--- src/rtl/axi_arb_pkg.sv ---
// Shared types and AXI response codes for the two-master read-channel arbiter.
package axi_arb_pkg;

  typedef enum logic [1:0] {IDLE, SEND_AR, WAIT_R} arb_state_e;
  typedef enum logic {MST_IFU, MST_LSU} arb_mst_e;

  localparam logic [1:0] AXI_RESP_OKAY   = 2'b00;
  localparam logic [1:0] AXI_RESP_SLVERR = 2'b10;
  localparam logic [1:0] AXI_RESP_DECERR = 2'b11;

endpackage

--- src/rtl/rr_arb2.sv ---
// Combinational two-way round-robin pick: bit 0 is the IFU, bit 1 the LSU.
module rr_arb2
  import axi_arb_pkg::*;
(
  input  logic [1:0] req,
  input  logic       last_grant,
  output logic [1:0] gnt,
  output logic       any
);

  // On a tie the master that did not win last time gets the grant.
  assign gnt[0] = req[0] & (~req[1] | (last_grant == MST_LSU));
  assign gnt[1] = req[1] & (~req[0] | (last_grant == MST_IFU));
  assign any    = |req;

endmodule

--- src/rtl/axi_rd_arbiter.sv ---
// AXI-lite read-channel arbiter: IFU and LSU share one slave, one read in flight,
// grant locked from AR acceptance until the R handshake.
module axi_rd_arbiter
  import axi_arb_pkg::*;
#(
  parameter int ADDR_W = 32,
  parameter int DATA_W = 32
) (
  input  logic              clk,
  input  logic              rst_n,
  input  logic [ADDR_W-1:0] ifu_araddr,
  input  logic              ifu_arvalid,
  output logic              ifu_arready,
  output logic [DATA_W-1:0] ifu_rdata,
  output logic [1:0]        ifu_rresp,
  output logic              ifu_rvalid,
  input  logic              ifu_rready,
  input  logic [ADDR_W-1:0] lsu_araddr,
  input  logic              lsu_arvalid,
  output logic              lsu_arready,
  output logic [DATA_W-1:0] lsu_rdata,
  output logic [1:0]        lsu_rresp,
  output logic              lsu_rvalid,
  input  logic              lsu_rready,
  output logic [ADDR_W-1:0] s_araddr,
  output logic              s_arvalid,
  input  logic              s_arready,
  input  logic [DATA_W-1:0] s_rdata,
  input  logic [1:0]        s_rresp,
  input  logic              s_rvalid,
  output logic              s_rready
);

  arb_state_e        state_q;
  arb_mst_e          last_grant_q;
  arb_mst_e          owner_q;
  arb_mst_e          owner_d;
  logic [ADDR_W-1:0] addr_q;
  logic [ADDR_W-1:0] addr_d;
  logic              s_arvalid_q;
  logic [1:0]        req;
  logic [1:0]        gnt;
  logic              any;
  logic              idle;
  logic              ifu_own;
  logic              lsu_own;

  assign req = {lsu_arvalid, ifu_arvalid};

  rr_arb2 u_rr_arb2 (
    .req        (req),
    .last_grant (last_grant_q),
    .gnt        (gnt),
    .any        (any)
  );

  assign idle        = (state_q == IDLE);
  assign ifu_arready = idle & gnt[0];
  assign lsu_arready = idle & gnt[1];
  assign owner_d     = gnt[1] ? MST_LSU : MST_IFU;
  assign addr_d      = gnt[1] ? lsu_araddr : ifu_araddr;

  assign s_arvalid = s_arvalid_q;
  assign s_araddr  = addr_q;

  // The R channel is steered only to the owner and only while the read is outstanding.
  assign ifu_own  = (state_q == WAIT_R) & (owner_q == MST_IFU);
  assign lsu_own  = (state_q == WAIT_R) & (owner_q == MST_LSU);
  assign s_rready = (ifu_own & ifu_rready) | (lsu_own & lsu_rready);

  assign ifu_rvalid = ifu_own & s_rvalid;
  assign ifu_rdata  = ifu_own ? s_rdata : '0;
  assign ifu_rresp  = ifu_own ? s_rresp : AXI_RESP_OKAY;
  assign lsu_rvalid = lsu_own & s_rvalid;
  assign lsu_rdata  = lsu_own ? s_rdata : '0;
  assign lsu_rresp  = lsu_own ? s_rresp : AXI_RESP_OKAY;

  always_ff @(posedge clk or negedge rst_n) begin
    if (!rst_n) begin
      state_q      <= IDLE;
      last_grant_q <= MST_LSU;
      owner_q      <= MST_IFU;
      addr_q       <= '0;
      s_arvalid_q  <= 1'b0;
    end else begin
      case (state_q)
        IDLE: begin
          if (any) begin
            owner_q     <= owner_d;
            addr_q      <= addr_d;
            s_arvalid_q <= 1'b1;
            state_q     <= SEND_AR;
          end
        end
        SEND_AR: begin
          if (s_arready) begin
            s_arvalid_q <= 1'b0;
            state_q     <= WAIT_R;
          end
        end
        WAIT_R: begin
          // last_grant only moves once the read completes, so a pending loser wins next.
          if (s_rvalid && s_rready) begin
            last_grant_q <= owner_q;
            state_q      <= IDLE;
          end
        end
        default: state_q <= IDLE;
      endcase
    end
  end

endmodule

--- config.mk ---
export PLATFORM = sky130hd
export DESIGN_NAME = axi_rd_arbiter
export DESIGN_NICKNAME = d
export VERILOG_FILES = /design/src/rtl/axi_arb_pkg.sv /design/src/rtl/rr_arb2.sv /design/src/rtl/axi_rd_arbiter.sv
export SDC_FILE = /design/constraint.sdc
export NUM_CORES = 1
export LEC_CHECK = 0
export BUFFER_PORTS_ARGS = -buffer_cell sky130_fd_sc_hd__buf_2
export CAP_MARGIN = 5
export CORE_ASPECT_RATIO = 0.75
export CORE_MARGIN = 2
export CORE_UTILIZATION = 39
export CTS_BUF_LIST = sky130_fd_sc_hd__clkbuf_4 sky130_fd_sc_hd__clkbuf_8
export DETAILED_ROUTE_END_ITERATION = 8
export PLACE_DENSITY = 0.84
export SYNTH_ARGS = -nofsm -noshare
export SYNTH_HDL_FRONTEND = slang
export SYNTH_HIERARCHICAL = 1
export SYNTH_SLANG_ARGS = --single-unit
--- constraint.sdc ---
create_clock -name clk -period 1.9 [get_ports clk]
set_input_delay 0.57 -clock clk [delete_from_list [all_inputs] [get_ports clk]]
set_output_delay 0.57 -clock clk [all_outputs]
set_load 0.02 [all_outputs]
==> metrics.yaml <==
outcome:
  outcome: "finished, violations left"
  violations: "setup timing"
detailed_routing:
  vias: 2540
  drc_errors: 0
  wl_per_cell_um: 14.6
  ant_nets: 0
  drt-initial-drc-count: 40
  finalWirelength_um: 7920
  drt-vias-per-instance: 4.67
  drtPass1Iterations: 4
grt:
  grt_usage_pct: 22.2
  gr-total-overflow: 0
  grt_max_degree: 62
  grt_first_pass_wirelength_um: 11800
  met3_usage_pct: 5.11
  grt_pass1_vias: 2551
  antenna_found_initial: 0
  gr-max-usage-layer: "met2"
  use_met2_pct: 42.9
  grt.met1_usage_pct: 24.5
synthesis:
  synth_cells: 248
  syn_area_mm2: 0.00234
  syn_nets: 354
  avgSynthCellArea_um2: 9.42
  ys_seq_area_share_pct: 39.7
  ys_ff_latch: 37
  yosys_warnings: 6
  synth_cell_type_count: 24
sta:
  rsz0062_at_grt: "yes"
  worst_pin_slew_ps: 456
  fmax_mhz: 489
  hold_ws_ps: 314
  maxSlewViolCount: 0
  fin_crit_ps: 2040
  finalWorstSetupSlack_ps: -144
  hold_violations: 0
  skew_ps: 6.52
  setup_viol: 70
  maxSlewHeadroom_pct: 69.6
  finalCritPeriodShare_pct: 108
die:
  initial_core_util_pct: 40.3
  fp.dieH_um: 71.0
  core_mm2: 0.00580
  io_pins: 212
  std_cell_rows: 24
  die_w_um: 93.4
  die_area_mm2: 0.00663
power_and_ir_drop:
  max-vdd-ir-drop_mv: 0.769
  power_leakage_nw: 2.14
  p_total_mw: 5.08
  p_per_area_mw_per_mm2: 1230
hold_path:
  hold_path.class: "input port to async pin"
critical_path:
  crit_arrival_ps: 1470
  cp-end-kind: "primary output"
  critPathLaunchType: "register"
  criticalPathCategory: "register to primary output"
  worstPathRequired_ps: 1330
  worst-path-max-fanout: 8
place:
  placed_area_mm2: 0.00347
  dp.final_hpwl_um: 5370
  placed_cells: 527
  gp_congestion: 0.815
  io_buffers: 211
clock_tree:
  numCtsBuffers: 5
  cts_root_buf: "clkbuf_8"
  clkLatencyLatePin_ps: 290
  cts_sinks: 37
  postCtsHoldBufs: 0
  clkTransAtPathRegs_ps: 80
  cts_tree: "built"
  clock_path_buffers: 2
  htree_levels: 2
finish:
  final_cells: 544
  final_layout_size_suffix_gt1_share_pct: 62.0
  nets: 571
  area_growth_syn_to_layout_pct: 77.2
  design_area_mm2: 0.00414
  antennaDiodeCount: 0
  fillCellCount: 466
job:
  maxCapViolCount: 0
cell usage in the layout, fill, tap and decap left out:
| cell | count |
|---|---|
| buf_2 | 139 |
| buf_6 | 61 |
| and2_1 | 37 |
| dfrtp_1 | 35 |
| nor2_1 | 34 |
| and2_4 | 33 |
| mux2i_1 | 33 |
| a21oi_1 | 27 |
| buf_4 | 23 |
| a21oi_2 | 6 |
| clkbuf_8 | 5 |
| o21ai_0 | 4 |
| buf_12 | 4 |
| inv_2 | 2 |
| nor2_4 | 2 |
| nor3b_4 | 2 |
| nor3b_2 | 2 |
| inv_1 | 2 |
| clkinv_2 | 2 |
| nand2b_4 | 1 |
| a211oi_1 | 1 |
| nor2b_1 | 1 |
| nand3_1 | 1 |
| mux2_2 | 1 |
| nand2_1 | 1 |
| clkinvlp_4 | 1 |
| clkbuf_16 | 1 |
| dfstp_2 | 1 |
| dfrtp_2 | 1 |
| a21boi_4 | 1 |
| or2_1 | 1 |
| a21boi_2 | 1 |
cell usage after synthesis, drive strengths merged:
cell    count  area share [%]
inv         4            0.64
nand2       1            0.16
a21oi      33             8.0
o21ai       4            0.86
and2       70              19
buf        18             6.6
dfrtp      36              39
nor2       36             6.4
dfstp       1             1.1
a211oi      1            0.32
nand2b      1            0.59
nor2b       1            0.27
nand3       1            0.21
a21boi      2            0.64
or2         1            0.27
mux2        1            0.48
mux2i      33              14
nor3b       4             2.0
layout make-up:
type	count	area (µm²)	share of cell area, %
Sequential cell	37	928	22.4
Tap cell	78	97.6	2.36
Multi-Input combinational cell	189	1360	32.7
Timing Repair Buffer	228	1660	40.1
Clock buffer	5	68.8	1.66
Inverter	4	15.0	0.362
Clock inverter	3	17.5	0.423
power breakdown:
part | internal (mW) | leakage (nW) | total [mW] | switching, mW
clock network | 0.253 | 0.0439 | 0.535 | 0.282
registers | 1.18 | 0.407 | 1.40 | 0.214
logic | 1.37 | 1.68 | 3.15 | 1.79
total | 2.80 | 2.14 | 5.08 | 2.28
worst max-delay path, stage by stage (launching register included):
cell	delay [ps]
dfrtp_1	390
nand2b_4	170
nor2_4	110
buf_6	130
clkbuf_16	140
and2_4	140
buf_6	110
through the flow:
step / util [%] / TNS, ps / worst slack, ps
global placement: 59.9 / 0 / 99.2
detailed placement: 59.9 / 0 / 85.1
global route: 71.5 / -10220 / -203
finish: 71.5 / -5970 / -144
CTS: 68.8 / -5910 / -125
floorplan: - / 0 / 22.8
per-layer routing:
layer / wire, µm / vias up
li1: - / 1249
met1: 2950 / 1196
met2: 4460 / 82
met3: 400 / 13
met4: 108 / 0
met5: 0 / -
path summary, 6_finish.rpt:
check	from	endpoint	slack, ps	depth (start not counted)
max	state_q[0]$_DFFE_PN0P_	lsu_rdata[28]	-140	6
min	rst_n	s_araddr[21]$_DFFE_PN0P_	310	2
max reg2reg	state_q[0]$_DFFE_PN0P_	s_araddr[23]$_DFFE_PN0P_	360	6
min reg2reg	s_araddr[29]$_DFFE_PN0P_	s_araddr[29]$_DFFE_PN0P_	510	2
max in group asynchronous	rst_n	owner_q$_DFFE_PN0P_	1230	2
min in group clk	s_araddr[29]$_DFFE_PN0P_	s_araddr[29]$_DFFE_PN0P_	510	2
sequential cells by signal, summed over array words and instances (netlist names):
signal and count:
s_arvalid 1, s_araddr 32, last_grant_q 1, state_q 2
owner_q 1
cell families after synthesis:
logic type | after synthesis | share of synthesized area (%)
and+or+nand+nor | 115 | 28.6
AOI/OAI and AO/OA | 40 | 9.85
DFF | 37 | 39.7
buffers and inverters | 22 | 7.23
muxes | 34 | 14.6
repair_timing:
| item | 4_1_cts | 5_1_grt |
|---|---|---|
| gates cloned | 1 | 1 |
| setup buffers | 5 | 3 |
| resized for setup | 127 | 45 |
| setup endpoints to repair | 69 | 72 |
| pin swaps | 2 | 19 |
No activity file was read; power rests on OpenSTA's default activity.
